--- src/rtl/punc_fetch_unit_pkg.sv ---
// Shared PUnC fetch definitions: word width, reset PC, LC3 PC increment and
// the types used between the fetch unit and its queues.
package punc_fetch_unit_pkg;

    localparam int WORD_W = 16;

    typedef logic [WORD_W-1:0] word_t;

    localparam word_t RESET_PC_DEFAULT = 16'h0000;
    localparam word_t PC_INC           = 16'h0001;

    typedef struct packed {
        word_t word;
        word_t pc;
    } iq_entry_t;

    typedef enum logic {
        ST_FETCHING = 1'b0,
        ST_HALTED   = 1'b1
    } fetch_state_e;

    function automatic word_t pc_inc(input word_t pc);
        return pc + PC_INC;
    endfunction

endpackage

--- src/rtl/punc_fetch_unit_if.sv ---
// Fetch-stage bus: instruction-memory read channel, instruction handoff to
// the control unit, and the control unit's redirect/halt requests.
interface punc_fetch_unit_if;

    logic                       mem_req;
    punc_fetch_unit_pkg::word_t mem_addr;
    logic                       mem_gnt;
    logic                       mem_rvalid;
    punc_fetch_unit_pkg::word_t mem_rdata;

    logic                       ir_valid;
    punc_fetch_unit_pkg::word_t ir;
    punc_fetch_unit_pkg::word_t ir_pc;
    logic                       ir_ready;

    logic                       redirect;
    punc_fetch_unit_pkg::word_t redirect_pc;
    logic                       halt;
    logic                       fetch_idle;

    modport master (
        output mem_req, mem_addr, ir_valid, ir, ir_pc, fetch_idle,
        input  mem_gnt, mem_rvalid, mem_rdata, ir_ready, redirect, redirect_pc, halt
    );

    modport slave (
        input  mem_req, mem_addr, ir_valid, ir, ir_pc, fetch_idle,
        output mem_gnt, mem_rvalid, mem_rdata, ir_ready, redirect, redirect_pc, halt
    );

endinterface

--- src/rtl/punc_fetch_fifo.sv ---
// Parameterised synchronous FIFO with flush; used for the instruction queue
// and for the PC tags of in-flight reads.
module punc_fetch_fifo #(
    parameter int WIDTH = 32,
    parameter int DEPTH = 2,
    localparam int CNT_W = $clog2(DEPTH + 1)
) (
    input  logic             clk,
    input  logic             rst,
    input  logic             flush_i,
    input  logic             push_i,
    input  logic [WIDTH-1:0] data_i,
    input  logic             pop_i,
    output logic [WIDTH-1:0] data_o,
    output logic [CNT_W-1:0] count_o,
    output logic             full_o,
    output logic             empty_o
);

    localparam int PTR_W = (DEPTH > 1) ? $clog2(DEPTH) : 1;

    logic [WIDTH-1:0] mem_q [DEPTH];
    logic [PTR_W-1:0] wr_ptr_q, wr_ptr_d;
    logic [PTR_W-1:0] rd_ptr_q, rd_ptr_d;
    logic [CNT_W-1:0] count_q, count_d;
    logic             do_pop;

    function automatic logic [PTR_W-1:0] ptr_inc(input logic [PTR_W-1:0] p);
        return (p == PTR_W'(DEPTH - 1)) ? '0 : p + 1'b1;
    endfunction

    assign count_o = count_q;
    assign full_o  = (count_q == CNT_W'(DEPTH));
    assign empty_o = (count_q == '0);
    assign data_o  = mem_q[rd_ptr_q];
    assign do_pop  = pop_i && !empty_o;

    always_comb begin
        // NOTE: defaults first so every path assigns each _d and no latch is inferred.
        wr_ptr_d = wr_ptr_q;
        rd_ptr_d = rd_ptr_q;
        count_d  = count_q;
        if (flush_i) begin
            wr_ptr_d = '0;
            rd_ptr_d = '0;
            count_d  = '0;
        end else begin
            if (push_i) wr_ptr_d = ptr_inc(wr_ptr_q);
            if (do_pop) rd_ptr_d = ptr_inc(rd_ptr_q);
            count_d = count_q + CNT_W'(push_i) - CNT_W'(do_pop);
        end
    end

    always_ff @(posedge clk) begin
        // NOTE: registers take non-blocking assignments so every flop samples pre-edge values.
        if (rst) begin
            wr_ptr_q <= '0;
            rd_ptr_q <= '0;
            count_q  <= '0;
        end else begin
            wr_ptr_q <= wr_ptr_d;
            rd_ptr_q <= rd_ptr_d;
            count_q  <= count_d;
        end
    end

    // NOTE: storage is not reset; an entry is only read after it has been written.
    always_ff @(posedge clk) begin
        if (push_i && !flush_i) mem_q[wr_ptr_q] <= data_i;
    end

    a_no_overflow: assert property (@(posedge clk) disable iff (rst) push_i |-> !full_o);

endmodule

--- src/rtl/punc_fetch_unit.sv ---
// PUnC instruction fetch: credit-limited in-order reads, instruction queue,
// redirect with discard of stale responses, and sticky halt.
module punc_fetch_unit
    import punc_fetch_unit_pkg::*;
#(
    parameter int    DEPTH    = 2,
    parameter word_t RESET_PC = RESET_PC_DEFAULT
) (
    input  logic               clk,
    input  logic               rst,
    punc_fetch_unit_if.master  bus
);

    localparam int CNT_W = $clog2(DEPTH + 1);

    fetch_state_e     state_q, state_d;
    word_t            pc_q, pc_d;
    logic [CNT_W-1:0] outstanding_q, outstanding_d;
    logic [CNT_W-1:0] drop_q, drop_d;

    logic             accept, rsp, rsp_live, iq_pop;
    logic [CNT_W:0]   credit_used;
    iq_entry_t        iq_in, iq_head;
    logic [CNT_W-1:0] iq_count, tag_count;
    logic             iq_full, iq_empty, tag_full, tag_empty;
    word_t            tag_pc;

    // Credits cover both queued words and reads still owed by memory, stale ones included.
    assign credit_used  = {1'b0, outstanding_q} + {1'b0, iq_count};
    assign bus.mem_req  = (state_q == ST_FETCHING) && !rst && (credit_used < (CNT_W+1)'(DEPTH));
    assign bus.mem_addr = pc_q;

    assign accept   = bus.mem_req && bus.mem_gnt;
    assign rsp      = bus.mem_rvalid;
    assign rsp_live = rsp && (drop_q == '0) && !bus.redirect;
    assign iq_pop   = bus.ir_valid && bus.ir_ready;
    assign iq_in    = '{word: bus.mem_rdata, pc: pc_inc(tag_pc)};

    assign bus.ir_valid   = !iq_empty;
    assign bus.ir         = bus.ir_valid ? iq_head.word : '0;
    assign bus.ir_pc      = bus.ir_valid ? iq_head.pc   : '0;
    assign bus.fetch_idle = (state_q == ST_HALTED) && (outstanding_q == '0);

    punc_fetch_fifo #(.WIDTH($bits(iq_entry_t)), .DEPTH(DEPTH)) u_iq (
        .clk     (clk),
        .rst     (rst),
        .flush_i (bus.redirect),
        .push_i  (rsp_live),
        .data_i  (iq_in),
        .pop_i   (iq_pop),
        .data_o  (iq_head),
        .count_o (iq_count),
        .full_o  (iq_full),
        .empty_o (iq_empty)
    );

    punc_fetch_fifo #(.WIDTH(WORD_W), .DEPTH(DEPTH)) u_tag (
        .clk     (clk),
        .rst     (rst),
        .flush_i (1'b0),
        .push_i  (accept),
        .data_i  (pc_q),
        .pop_i   (rsp),
        .data_o  (tag_pc),
        .count_o (tag_count),
        .full_o  (tag_full),
        .empty_o (tag_empty)
    );

    always_comb begin
        state_d       = state_q;
        pc_d          = pc_q;
        outstanding_d = outstanding_q + CNT_W'(accept) - CNT_W'(rsp);
        drop_d        = drop_q;

        case (state_q)
            ST_FETCHING: if (bus.halt) state_d = ST_HALTED;
            ST_HALTED:   state_d = ST_HALTED;
            default:     state_d = ST_FETCHING;
        endcase

        // Redirect makes every read still owed by memory stale, including one granted now.
        if (bus.redirect) begin
            pc_d   = bus.redirect_pc;
            drop_d = outstanding_d;
        end else begin
            if (accept) pc_d = pc_inc(pc_q);
            if (rsp && (drop_q != '0)) drop_d = drop_q - 1'b1;
        end
    end

    always_ff @(posedge clk) begin
        if (rst) begin
            state_q       <= ST_FETCHING;
            pc_q          <= RESET_PC;
            outstanding_q <= '0;
            drop_q        <= '0;
        end else begin
            state_q       <= state_d;
            pc_q          <= pc_d;
            outstanding_q <= outstanding_d;
            drop_q        <= drop_d;
        end
    end

    a_rvalid_owed:  assert property (@(posedge clk) disable iff (rst) rsp |-> (outstanding_q != '0) && !tag_empty);
    a_drop_bounded: assert property (@(posedge clk) disable iff (rst) (drop_q <= outstanding_q));
    a_tag_tracks:   assert property (@(posedge clk) disable iff (rst) (tag_count == outstanding_q));
    a_tag_room:     assert property (@(posedge clk) disable iff (rst) accept |-> !tag_full);
    a_iq_room:      assert property (@(posedge clk) disable iff (rst) rsp_live |-> !iq_full);

endmodule

--- src/flat_wrapper.sv ---
// flat-port wrapper written by rule: the top's interface ports become plain ports
module punc_fetch_unit_flat import punc_fetch_unit_pkg::*;
#(
    parameter int    DEPTH    = 2,
    parameter word_t RESET_PC = RESET_PC_DEFAULT
)
  (clk, rst, bus_mem_req, bus_mem_addr, bus_ir_valid, bus_ir, bus_ir_pc, bus_fetch_idle, bus_mem_gnt, bus_mem_rvalid, bus_mem_rdata, bus_ir_ready, bus_redirect, bus_redirect_pc, bus_halt);
  punc_fetch_unit_if bus_i ();
  input  logic clk;
  input  logic rst;
  output wire logic [$bits(bus_i.mem_req)-1:0] bus_mem_req;
  output wire logic [$bits(bus_i.mem_addr)-1:0] bus_mem_addr;
  output wire logic [$bits(bus_i.ir_valid)-1:0] bus_ir_valid;
  output wire logic [$bits(bus_i.ir)-1:0] bus_ir;
  output wire logic [$bits(bus_i.ir_pc)-1:0] bus_ir_pc;
  output wire logic [$bits(bus_i.fetch_idle)-1:0] bus_fetch_idle;
  input wire logic [$bits(bus_i.mem_gnt)-1:0] bus_mem_gnt;
  input wire logic [$bits(bus_i.mem_rvalid)-1:0] bus_mem_rvalid;
  input wire logic [$bits(bus_i.mem_rdata)-1:0] bus_mem_rdata;
  input wire logic [$bits(bus_i.ir_ready)-1:0] bus_ir_ready;
  input wire logic [$bits(bus_i.redirect)-1:0] bus_redirect;
  input wire logic [$bits(bus_i.redirect_pc)-1:0] bus_redirect_pc;
  input wire logic [$bits(bus_i.halt)-1:0] bus_halt;
  assign bus_mem_req = bus_i.mem_req;
  assign bus_mem_addr = bus_i.mem_addr;
  assign bus_ir_valid = bus_i.ir_valid;
  assign bus_ir = bus_i.ir;
  assign bus_ir_pc = bus_i.ir_pc;
  assign bus_fetch_idle = bus_i.fetch_idle;
  assign bus_i.mem_gnt = bus_mem_gnt;
  assign bus_i.mem_rvalid = bus_mem_rvalid;
  assign bus_i.mem_rdata = bus_mem_rdata;
  assign bus_i.ir_ready = bus_ir_ready;
  assign bus_i.redirect = bus_redirect;
  assign bus_i.redirect_pc = bus_redirect_pc;
  assign bus_i.halt = bus_halt;
  punc_fetch_unit #(.DEPTH(DEPTH), .RESET_PC(RESET_PC)) u_core (.clk(clk), .rst(rst), .bus(bus_i));
endmodule
--- config.mk ---
export PLATFORM = sky130hd
export DESIGN_NAME = punc_fetch_unit_flat
export DESIGN_NICKNAME = d
export VERILOG_FILES = /design/src/rtl/punc_fetch_unit_pkg.sv /design/src/rtl/punc_fetch_unit_if.sv /design/src/rtl/punc_fetch_fifo.sv /design/src/rtl/punc_fetch_unit.sv /design/src/flat_wrapper.sv
export SDC_FILE = /design/constraint.sdc
export NUM_CORES = 1
export LEC_CHECK = 0
export BUFFER_PORTS_ARGS = -buffer_cell sky130_fd_sc_hd__buf_2
export CORE_ASPECT_RATIO = 0.9
export CORE_MARGIN = 10
export CORE_UTILIZATION = 50
export DETAILED_ROUTE_END_ITERATION = 16
export PLACE_DENSITY = 0.74
export SLEW_MARGIN = 20
export SYNTH_ARGS = -nofsm -noshare
export SYNTH_HDL_FRONTEND = slang
export SYNTH_HIERARCHICAL = 1
export SYNTH_SLANG_ARGS = --single-unit
--- constraint.sdc ---
create_clock -name clk -period 4.7 [get_ports clk]
set_clock_uncertainty 0.1 [all_clocks]
set_input_delay 0 -clock clk [delete_from_list [all_inputs] [get_ports clk]]
set_output_delay 0 -clock clk [all_outputs]
set_load 0.01 [all_outputs]
==> impl_results.rst, run 1 <==
.. list-table::
   :header-rows: 1

   * - Metric
     - Value
   * - Outcome
     - complete, no violations
   * - Filler Cells Inserted
     - 852
   * - Overall power
     - 0.00280 W
   * - Pin count of the biggest net entering global routing
     - 35
   * - Global-route total usage across every layer
     - 14.4%
   * - Site row count
     - 37
   * - Endpoint, Worst Hold
     - u_core/bus.mem_addr[6]
   * - Number of clock sinks
     - 127
   * - Layout area overhead
     - 27.3%
   * - Switch share
     - 21.6%
   * - Kind of path behind the tightest hold check
     - input port to flip-flop
   * - Overall overflow remaining after global route
     - 0
   * - Pleak
     - 3.00 nW
   * - Number of max-slew violations in the final report
     - 0
   * - Skew-Pair Late Insertion Delay
     - 0.41 ns
   * - Summed instance area of the synthesized netlist
     - 5840 sq um
   * - Final Critical Period
     - 3.24 ns
   * - Average footprint of a synthesized cell
     - 14.2 sq um
   * - Kind of launch point of the worst setup path
     - flip-flop
   * - Core region area
     - 11400 sq um
   * - Cell-by-cell trace of the critical path
     - and2_1 > fa_1 > nor4_4 > nand2_1 > inv_1 > nor3b_4
   * - Number of global-route vias before repair
     - 3875
   * - Worst IR drop on VDD
     - 0.231 mV
   * - Final Hold Fails
     - 0
   * - Die X-Extent
     - 134 um
   * - I/O pin total
     - 90
   * - Setup TNS
     - 0 ns
   * - Vias per cell
     - 5.05
   * - Depth of the worst register-to-register path
     - 6
   * - Die Y-Extent
     - 122 um
   * - Detailed Place HPWL
     - 7.60 mm
   * - Min-Delay Path Depth
     - 4
   * - Relative max-transition margin
     - 28.2%
   * - Via count
     - 3639
   * - Drc violations
     - 0
   * - Drt total wl
     - 11.5 mm
   * - Final standard cell count with taps included and fillers excluded
     - 720
   * - Unrepaired setup endpoints after global routing
     - no
   * - Achievable clock frequency
     - 308 MHz
   * - Effective utilization at floorplan
     - 51.0%
   * - Clock slew seen by the registers of the worst setup and hold paths
     - 0.06 ns
   * - Buffers inserted by post-CTS timing repair
     - 0
   * - Cell chosen for the clock root
     - clkbuf_16
   * - Clock network fraction of total power
     - 45.9%
   * - Worst-case register-to-register setup slack
     - 1.46 ns
   * - Combinational Power Share
     - 8.3%
   * - Part of the total power dissipated in sequential elements
     - 45.8%
   * - Port buffer count
     - 89
   * - Count of final setup violators
     - 0
   * - H-tree Lvls
     - 4
   * - Endpoint arrival time on the critical path
     - 3.17 ns
   * - Kind of end point of the critical path
     - flip-flop
   * - TritonCTS clock tree
     - done
   * - Total net switching power
     - 0.000604 W
   * - Number of antenna violations at the first check in global routing
     - 0
   * - Capture point of the worst reg-to-reg path
     - u_core/u_tag/mem_q[0][10]
   * - Final worst-path cycle share
     - 69.0%
   * - Fraction of layout cells with a size suffix above 1
     - 31.2%
   * - Count of antenna diodes in the layout
     - 0
   * - PwrDens
     - 377 nW/um^2
   * - Drt first-iter violations
     - 162
   * - Startpoint of the lowest-slack register-to-register path
     - u_core/u_iq/count_o[0]
   * - Worst min-delay path startpoint
     - bus_mem_gnt
   * - Post-route antenna net violation count
     - 0
   * - Data required time of the critical path
     - 4.63 ns
   * - CP max stage delay
     - 0.71 ns
   * - Net count reported at finish
     - 600
   * - Worst-case hold slack
     - 0.0399 ns
   * - CTS buffer count
     - 17
   * - Worst setup path category
     - flip-flop to flip-flop
   * - Longest Clk Path Bufs
     - 2
   * - Warnings, synthesis
     - 6
   * - Routability-driven placement congestion ratio
     - 0.841
   * - DIE AREA
     - 16400 sq um
   * - Count of buffer and inverter cells on the critical path
     - 1
   * - Average wire length per cell after detail routing
     - 16.0 um
   * - Reported max-cap violation count
     - 0
   * - Internal Pwr Total
     - 0.00220 W
   * - Crit path max-delay cell type
     - nor3b_4
   * - Top delay family on crit path
     - simple AND/OR/NAND/NOR gates
   * - Global-route wire length before repair
     - 18.9 mm
   * - Cells after synthesis
     - 411
   * - Placed cell count
     - 647
   * - Drt pass-1 iters
     - 4
   * - Critical Path Fanout Max
     - 16
   * - Worst Max-Slew Pin Slew
     - 1.08 ns
[cell type report]
cell class | instances | area [sq um] | area share (%)
Clock buffer | 17 | 425 | 5.73
Sequential cell | 127 | 3500 | 47.2
Multi-Input combinational cell | 259 | 2210 | 29.7
Inverter | 13 | 48.8 | 0.657
Tap cell | 156 | 195 | 2.63
Clock inverter | 15 | 168 | 2.26
Timing Repair Buffer | 133 | 878 | 11.8
[sequential cells by signal, summed over array words and instances (netlist names), 2 cells and up, named ones only]
register              count
u_core/bus.mem_addr      16
u_core/drop_q             2
u_core/outstanding_q      2
u_core/u_iq/count_o       2
u_core/u_iq/mem_q        64
u_core/u_tag/count_o      2
u_core/u_tag/mem_q       32
[layer usage]
layer | up-vias | part of all wire [%] | global-route usage [%] | wire, um
li1 | 1793 | - | - | -
met1 | 1701 | 46 | 17.6 | 5290
met2 | 131 | 45 | 23.1 | 5210
met3 | 14 | 7.4 | 5.60 | 854
met4 | 0 | 1.6 | 4.96 | 183
met5 | - | 0 | 0 | 0
[power groups by stage]
stage          sequential [W]  clock, W  combinational [W]
2_1_floorplan         0.00130         0           0.000130
3_3_place_gp          0.00130         0           0.000195
3_5_place_dp          0.00130         0           0.000202
4_1_cts               0.00128   0.00131           0.000233
5_1_grt               0.00129   0.00136           0.000258
6_report              0.00128   0.00129           0.000232
[cell usage in the layout, fill, tap and decap left out, drive strengths merged, types with 2 or more instances in the layout]
cell,instances
edfxtp,96
buf,92
mux2,52
dlygate4sd3,41
nor2b,34
dfxtp,31
nor2,20
clkbuf,17
inv,16
xnor2,15
nand2,13
nand3,12
xor2,11
and3,10
ha,9
nand4,8
nor3b,8
a211oi,7
conb,7
nor3,7
clkinv,7
and4,6
o21ai,5
nor4,4
bufinv,3
a311oi,3
nand2b,3
or3,3
mux2i,3
o21a,3
clkinvlp,2
and2,2
o311a,2
and3b,2
xnor3,2
[how the worst max path moves through the flow]
stage                                 to  slack [ns]  cells past startpoint                    from
2_1_floorplan    u_core/u_iq/mem_q[0][0]        0.84                      5            bus_redirect
3_3_place_gp    u_core/u_tag/mem_q[0][4]        1.34                      6  u_core/u_iq/count_o[0]
3_5_place_dp    u_core/u_tag/mem_q[0][3]        1.20                      6  u_core/u_iq/count_o[0]
4_1_cts         u_core/u_tag/mem_q[0][0]        1.15                      6  u_core/u_iq/count_o[0]
5_1_grt        u_core/u_tag/mem_q[0][15]        1.29                      6  u_core/u_iq/count_o[0]
6_report       u_core/u_tag/mem_q[0][10]        1.46                      6  u_core/u_iq/count_o[0]
[metrics by stage]
stage	worst slack, ns	utilization [%]	area, sq um
after floorplan	0.842	-	5860
after CTS	1.15	64.9	7420
final	1.46	65.0	7430
after global routing	1.29	65.0	7430
after detailed placement	1.20	56.1	6420
after global placement	1.34	56.1	6420
[timing repair]
item                                   4_1_cts  5_1_grt
endpoints found under the hold margin       56        0
hold buffers                                41        0
resized for setup                            0        0
[worst reg2reg max path, cell delays in order, from the launching register on]
cell and delay (ns):
dfxtp_1 0.39, and2_1 0.16, fa_1 0.45, nor4_4 0.61
nand2_1 0.26, inv_1 0.19, nor3b_4 0.71
No activity file was read; power rests on OpenSTA's default activity.
==> inputs of run 2 (changes only) <==
==> constraint.sdc (replaced) <==
create_clock -name clk -period 3.3 [get_ports clk]
set_clock_uncertainty 0.1 [all_clocks]
set_input_delay 0 -clock clk [delete_from_list [all_inputs] [get_ports clk]]
set_output_delay 0 -clock clk [all_outputs]
set_load 0.01 [all_outputs]
==> run 2 against run 1 <==
Via count shrank 0.19%. Critical path depth grew 1. Clock power grew 51%. Flip-flop and latch count is the same. Power grew 47%. First-iteration DRC count grew 17%. Sequential power grew 43%. Critical endpoint is now u_core/bus.mem_addr[8]. Largest cell class unchanged. Highest routed layer unchanged.
==> impl_results.rst, run 2 (synthesis results as in run 1) <==
.. list-table::
   :header-rows: 1

   * - Metric
     - Value
   * - Number of global-route vias before repair
     - 3715 (-4.1%)
   * - Kind of launch point of the worst setup path
     - flip-flop
   * - Achievable clock frequency
     - 364 MHz (+18%)
   * - Worst setup path category
     - flip-flop to flip-flop
   * - Skew-Pair Late Insertion Delay
     - 0.40 ns (about the same)
   * - CTS buffer count
     - 17 (unchanged)
   * - Critical Path Fanout Max
     - 11 (-5)
   * - Final standard cell count with taps included and fillers excluded
     - 722 (+0.28%)
   * - Worst-case register-to-register setup slack
     - 0.55 ns (-0.91 ns)
   * - Drt total wl
     - 11.3 mm (-1.8%)
   * - Site row count
     - 37 (unchanged)
   * - Port buffer count
     - 89 (unchanged)
   * - DIE AREA
     - 16400 sq um (unchanged)
   * - Number of antenna violations at the first check in global routing
     - 0 (unchanged)
   * - Final setup margin
     - 0.549 ns (-0.908 ns)
   * - Die X-Extent
     - 134 um (unchanged)
   * - Startpoint of the lowest-slack register-to-register path
     - u_core/u_iq/count_o[0]
   * - Unrepaired setup endpoints after global routing
     - no
   * - Detailed Place HPWL
     - 7.66 mm (+0.85%)
   * - Pin count of the biggest net entering global routing
     - 35 (unchanged)
   * - I/O pin total
     - 90 (unchanged)
   * - Drt pass-1 iters
     - 4 (unchanged)
   * - Kind of end point of the critical path
     - flip-flop
   * - Global-route wire length before repair
     - 18.2 mm (-3.6%)
   * - Worst min-delay path startpoint
     - rst
   * - Effective utilization at floorplan
     - 51.0% (unchanged)
   * - Buffers inserted by post-CTS timing repair
     - 0 (unchanged)
   * - Pleak
     - 3.03 nW (+0.95%)
   * - Post-route antenna net violation count
     - 0 (unchanged)
   * - Post-cts sizing count
     - 0 (unchanged)
   * - Average wire length per cell after detail routing
     - 15.7 um (-2.1%)
   * - Relative max-transition margin
     - 28.9% (+0.74 points)
   * - Worst setup path startpoint
     - u_core/u_iq/count_o[0]
   * - Count of final setup violators
     - 0 (unchanged)
   * - Setup TNS
     - 0 ns (unchanged)
   * - TritonCTS clock tree
     - done
   * - Kind of path behind the tightest hold check
     - input port to flip-flop
   * - Layout area overhead
     - 28.0%
   * - Clock slew seen by the registers of the worst setup and hold paths
     - 0.05 ns (about the same)
   * - Cell chosen for the clock root
     - clkbuf_16
   * - Commonest non-fill, non-tap cells in the layout
     - edfxtp_1 (96), buf_2 (89), mux2_4 (40)
   * - Net count reported at finish
     - 602 (+0.33%)
   * - Via count
     - 3632 (-0.19%)
   * - Placed cell count
     - 651 (+0.62%)
   * - Drt first-iter violations
     - 189 (+17%)
   * - Overall overflow remaining after global route
     - 0 (unchanged)
   * - Core region area
     - 11400 sq um (unchanged)
   * - Routability-driven placement congestion ratio
     - 0.854 (+1.6%)
   * - Count of antenna diodes in the layout
     - 0 (unchanged)
   * - Data required time of the critical path
     - 3.54 ns (-1.09 ns)
   * - Outcome
     - complete, no violations
   * - Endpoint arrival time on the critical path
     - 2.99 ns (-0.18 ns)
   * - Final Critical Period
     - 2.75 ns (-0.492 ns)
   * - Worst Max-Slew Pin Slew
     - 1.07 ns (-0.0111 ns)
   * - Flip-flop count of the largest register, all copies and words added
     - 64 (unchanged)
   * - Worst IR drop on VDD
     - 0.320 mV (+38%)
   * - Post-place setup slack
     - 0.638 ns (-0.558 ns)
   * - PwrDens
     - 551 nW/um^2 (+46%)
   * - Vias per cell
     - 5.03 (-0.47%)
   * - Number of max-slew violations in the final report
     - 0 (unchanged)
   * - Number of clock sinks
     - 127 (unchanged)
   * - Post-placement cell area
     - 6450 sq um (+0.57%)
   * - H-tree Lvls
     - 4 (unchanged)
   * - Final worst-path cycle share
     - 83.4% (+14 points)
   * - Most frequent standard cell in the layout excluding fill and tap cells
     - edfxtp_1
   * - Die Y-Extent
     - 122 um (unchanged)
   * - Overall power
     - 0.00412 W (+47%)
   * - Post-Layout Inst Area
     - 7470 sq um (+0.59%)
   * - Longest Clk Path Bufs
     - 2 (unchanged)
   * - Top register by number of flip-flops
     - u_core/u_iq/mem_q
   * - Fraction of layout cells with a size suffix above 1
     - 31.4% (+0.24 points)
   * - Reported max-cap violation count
     - 0 (unchanged)
   * - Final Hold Fails
     - 0 (unchanged)
   * - Global-route total usage across every layer
     - 14.0% (-0.44 points)
   * - Drc violations
     - 0 (unchanged)
[run 2: changes by cell type in the layout (fill, tap and decap cells not counted)]
cell,before,now
buf_4,3,7
bufinv_16,3,5
inv_6,3,0
clkbuf_1,0,2
dlygate4sd3_1,41,39
clkinvlp_4,2,1
[run 2: stage by stage]
step	hold slack (ns)	utilization [%]
finish	0.0110	65.3
global placement	0.0896	56.4
floorplan	-0.0310	-
CTS	0.00701	65.3
detailed placement	0.0949	56.4
global route	0.0487	65.3
[run 2: repair_timing]
| item | in CTS | in global routing |
|---|---|---|
| hold buffers | 39 | 0 |
| setup endpoints to repair | 0 | 0 |
| hold endpoints to repair | 54 | 0 |
[run 2: final timing paths]
| path | to | depth (start not counted) |
|---|---|---|
| max | u_core/bus.mem_addr[8] | 7 |
| min | u_core/state_q | 2 |
| max reg2reg | u_core/bus.mem_addr[8] | 7 |
| min reg2reg | u_core/u_tag/mem_q[1][5] | 0 |
[run 2: power breakdown]
group          switching, W  total, W  internal [W]
registers         0.0000484   0.00183       0.00178
clock network      0.000626   0.00195       0.00133
logic              0.000166  0.000335      0.000169
total              0.000840   0.00412       0.00328
[run 2: cell type report]
class | instances | area, sq um
inverters | 13 | 48.8
clock inverters | 13 | 194
fillers | 825 | 3960
well taps | 156 | 195
flip-flops and latches | 127 | 3500
repair buffers | 135 | 888
clock buffers | 19 | 433
multi-input cells | 259 | 2210
[run 2: critical path: stages, from the launching register on]
cell and delay [ns]:
dfxtp_1 0.37, and2_1 0.16, fa_1 0.45, nor4_4 0.25, buf_4 0.23, nand4_2 0.18
a2111oi_1 0.36, dlygate4sd3_1 0.60
[run 2: metal layers]
| metal | global-route usage, % | up-vias | share of wire [%] |
|---|---|---|---|
| li1 | - | 1806 | - |
| met1 | 17.5 | 1688 | 46 |
| met2 | 21.4 | 132 | 44 |
| met3 | 6.29 | 6 | 8.6 |
| met4 | 4.28 | 0 | 0.45 |
| met5 | 0 | - | 0 |
==> inputs of run 3 (changes only) <==
--- a/config.mk
+++ b/config.mk
@@ -5,12 +5,13 @@
 export SDC_FILE = /design/constraint.sdc
 export NUM_CORES = 1
 export LEC_CHECK = 0
+export ABC_AREA = 1
 export BUFFER_PORTS_ARGS = -buffer_cell sky130_fd_sc_hd__buf_2
 export CORE_ASPECT_RATIO = 0.9
 export CORE_MARGIN = 10
 export CORE_UTILIZATION = 50
 export DETAILED_ROUTE_END_ITERATION = 16
-export PLACE_DENSITY = 0.74
+export PLACE_DENSITY = 0.73
 export SLEW_MARGIN = 20
 export SYNTH_ARGS = -nofsm -noshare
 export SYNTH_HDL_FRONTEND = slang
==> constraint.sdc (replaced) <==
create_clock -name clk -period 2.81 [get_ports clk]
set_clock_uncertainty 0.1 [all_clocks]
set_input_delay 0 -clock clk [delete_from_list [all_inputs] [get_ports clk]]
set_output_delay 0 -clock clk [all_outputs]
set_load 0.01 [all_outputs]
==> run 3 against run 2 <==
Via count is 24% higher. First-iteration DRC count rose by 43%. Worst setup slack lost 0.40 ns. Wire length increased by 21%. Flip-flop and latch count did not move. Die area increased by 5.4%. Combinational power up 31%. Non-clock buffer count up 15. Hold slack improved by 0.031 ns. Power increased by 18%. Sequential power up 17%. Cell area up 6.3%. Largest power group unchanged. Highest routed layer unchanged.
==> impl_results.rst, run 3 <==
.. list-table::
   :header-rows: 1

   * - Metric
     - Value
   * - Outcome
     - complete, no violations
   * - Net count reported at finish
     - 777 (+29%)
   * - Via count
     - 4488 (+24%)
   * - Number of antenna violations at the first check in global routing
     - 0 (unchanged)
   * - Kind of end point of the critical path
     - flip-flop
   * - Count of antenna diodes in the layout
     - 0 (unchanged)
   * - Number of max-slew violations in the final report
     - 0 (unchanged)
   * - Commonest non-fill, non-tap cells in the layout
     - edfxtp_1 (96), inv_1 (95), buf_2 (89)
   * - Critical Path Fanout Max
     - 13 (+2)
   * - Routability-driven placement congestion ratio
     - 0.881 (+3.2%)
   * - Overall overflow remaining after global route
     - 0 (unchanged)
   * - Drt first-iter violations
     - 271 (+43%)
   * - Flip-flop count of the largest register, all copies and words added
     - 64 (unchanged)
   * - Fraction of layout cells with a size suffix above 1
     - 26.8% (-4.7 points)
   * - Kind of launch point of the worst setup path
     - flip-flop
   * - Post-Layout Inst Area
     - 7950 sq um (+6.3%)
   * - Endpoint arrival time on the critical path
     - 2.91 ns (-0.08 ns)
   * - Number of global-route vias before repair
     - 4690 (+26%)
   * - Drt pass-1 iters
     - 5 (+1)
   * - TritonCTS clock tree
     - done
   * - Clock network fraction of total power
     - 46.9% (-0.6 points)
   * - Data required time of the critical path
     - 3.06 ns (-0.48 ns)
   * - Average footprint of a synthesized cell
     - 10.8 sq um (-24%)
   * - Core region area
     - 12100 sq um (+6.0%)
   * - Kind of path behind the tightest hold check
     - input port to flip-flop
   * - Longest Clk Path Bufs
     - 2 (unchanged)
   * - Site row count
     - 38 (+2.7%)
   * - Final Util
     - 65.5% (+0.20 points)
   * - DIE AREA
     - 17300 sq um (+5.4%)
   * - Average wire length per cell after detail routing
     - 15.2 um (-3.0%)
   * - Total net switching power
     - 0.00109 W (+30%)
   * - PwrDens
     - 612 nW/um^2 (+11%)
   * - Cell chosen for the clock root
     - clkbuf_16
   * - Top register by number of flip-flops
     - u_core/u_iq/mem_q
   * - Post-route antenna net violation count
     - 0 (unchanged)
   * - Warnings, synthesis
     - 6 (unchanged)
   * - Most frequent standard cell in the layout excluding fill and tap cells
     - edfxtp_1
   * - Clock slew seen by the registers of the worst setup and hold paths
     - 0.06 ns (about the same)
   * - Final Hold Fails
     - 0 (unchanged)
   * - Switch share
     - 22.5% (+2.1 points)
   * - CTS buffer count
     - 17 (unchanged)
   * - I/O pin total
     - 90 (unchanged)
   * - Die Y-Extent
     - 126 um (+2.6%)
   * - Part of the total power dissipated in sequential elements
     - 44.0% (-0.4 points)
   * - Global-route total usage across every layer
     - 16.1% (+2.1 points)
   * - Port buffer count
     - 89 (unchanged)
   * - Achievable clock frequency
     - 376 MHz (+3.3%)
   * - Drc violations
     - 0 (unchanged)
   * - Layout area overhead
     - 27.9% (about the same)
   * - Relative max-transition margin
     - 65.3% (+36 points)
   * - Cells after synthesis
     - 573 (+39%)
   * - Min-Delay Path Depth
     - 6 (+4)
   * - Detailed Place HPWL
     - 8.75 mm (+14%)
   * - Vias per cell
     - 4.99 (-0.87%)
   * - H-tree Lvls
     - 4 (unchanged)
   * - Effective utilization at floorplan
     - 51.2% (+0.19 points)
   * - Final worst-path cycle share
     - 94.7% (+11 points)
   * - Worst min-delay path startpoint
     - bus_mem_gnt
   * - Startpoint of the lowest-slack register-to-register path
     - u_core/u_iq/count_o[0]
   * - Count of final setup violators
     - 0 (unchanged)
   * - Unrepaired setup endpoints after global routing
     - no
   * - Final Critical Period
     - 2.66 ns (-0.0887 ns)
   * - Summed instance area of the synthesized netlist
     - 6210 sq um (+6.4%)
   * - Worst setup path startpoint
     - u_core/u_iq/count_o[0]
   * - Combinational Power Share
     - 9.0% (+0.9 points)
   * - Global-route wire length before repair
     - 22.5 mm (+24%)
   * - Worst setup path category
     - flip-flop to flip-flop
   * - Drt total wl
     - 13.7 mm (+21%)
   * - Pleak
     - 3.45 nW (+14%)
   * - Post-placement cell area
     - 6780 sq um (+5.0%)
   * - Worst Max-Slew Pin Slew
     - 0.521 ns (-0.545 ns)
   * - Reported max-cap violation count
     - 0 (unchanged)
   * - Pin count of the biggest net entering global routing
     - 34 (-2.9%)
   * - Die X-Extent
     - 137 um (+2.7%)
   * - Skew-Pair Late Insertion Delay
     - 0.41 ns (about the same)
   * - Depth of the worst register-to-register path
     - 11 (+4)
   * - Internal Pwr Total
     - 0.00377 W (+15%)
   * - Number of clock sinks
     - 127 (unchanged)
   * - Worst IR drop on VDD
     - 0.416 mV (+30%)
run 3: path summary, 6_finish.rpt:
| kind | end | slack, ns |
|---|---|---|
| max | u_core/bus.mem_addr[8] | 0.15 |
| max reg2reg | u_core/bus.mem_addr[8] | 0.15 |
| min reg2reg | u_core/u_tag/rd_ptr_q | 0.42 |
| min | u_core/outstanding_q[1] | 0.04 |
run 3: cell type report:
type,count,area (sq um)
Timing Repair Buffer,150,1050
Sequential cell,127,3510
Fill cell,926,4180
Inverter,96,363
Tap cell,160,200
Clock inverter,14,191
Multi-Input combinational cell,336,2210
Clock buffer,17,425
run 3: stage by stage:
step                setup slack (ns)  std cells  TNS, ns  hold slack, ns  total power [W]
floorplan                     -0.689        576   -44.09         -0.0249          0.00241
global placement               0.423        816        0          0.0883          0.00252
detailed placement             0.362        816        0          0.0945          0.00254
CTS                            0.172        899        0          0.0237          0.00488
global route                  0.0106        900        0          0.0633          0.00506
finish                         0.148        900        0          0.0424          0.00486
run 3: critical path, cell delays in order, from the launching register on:
cell and delay, ns:
dfxtp_1 0.36, nand2_1 0.06, inv_1 0.06, fa_1 0.45, nor2_4 0.16, nand4_4 0.08, buf_4 0.20, nor2_4 0.13
buf_12 0.15, nand3_1 0.08, a21oi_1 0.18, dlygate4sd3_1 0.59
run 3: metal layers:
metal / track usage, % / wire length, um / vias up
li1: - / - / 2204
met2: 26.7 / 6610 / 164
met3: 5.68 / 1060 / 20
met1: 18.8 / 5890 / 2100
met5: 0 / 0 / -
met4: 5.27 / 148 / 0
run 3: what timing repair did:
action,4_1_cts,5_1_grt
hold buffers,52,0
resized for setup,0,3
buffers inserted,0,1
endpoints found under the setup margin,0,11
endpoints found under the hold margin,57,0
run 3: power by group through the flow:
stage / sequential (W) / clock [W] / combinational, W
after CTS: 0.00214 / 0.00232 / 0.000425
after global routing: 0.00215 / 0.00242 / 0.000492
after floorplan: 0.00217 / 0 / 0.000244
after detailed placement: 0.00218 / 0 / 0.000365
final: 0.00214 / 0.00228 / 0.000439
after global placement: 0.00217 / 0 / 0.000351
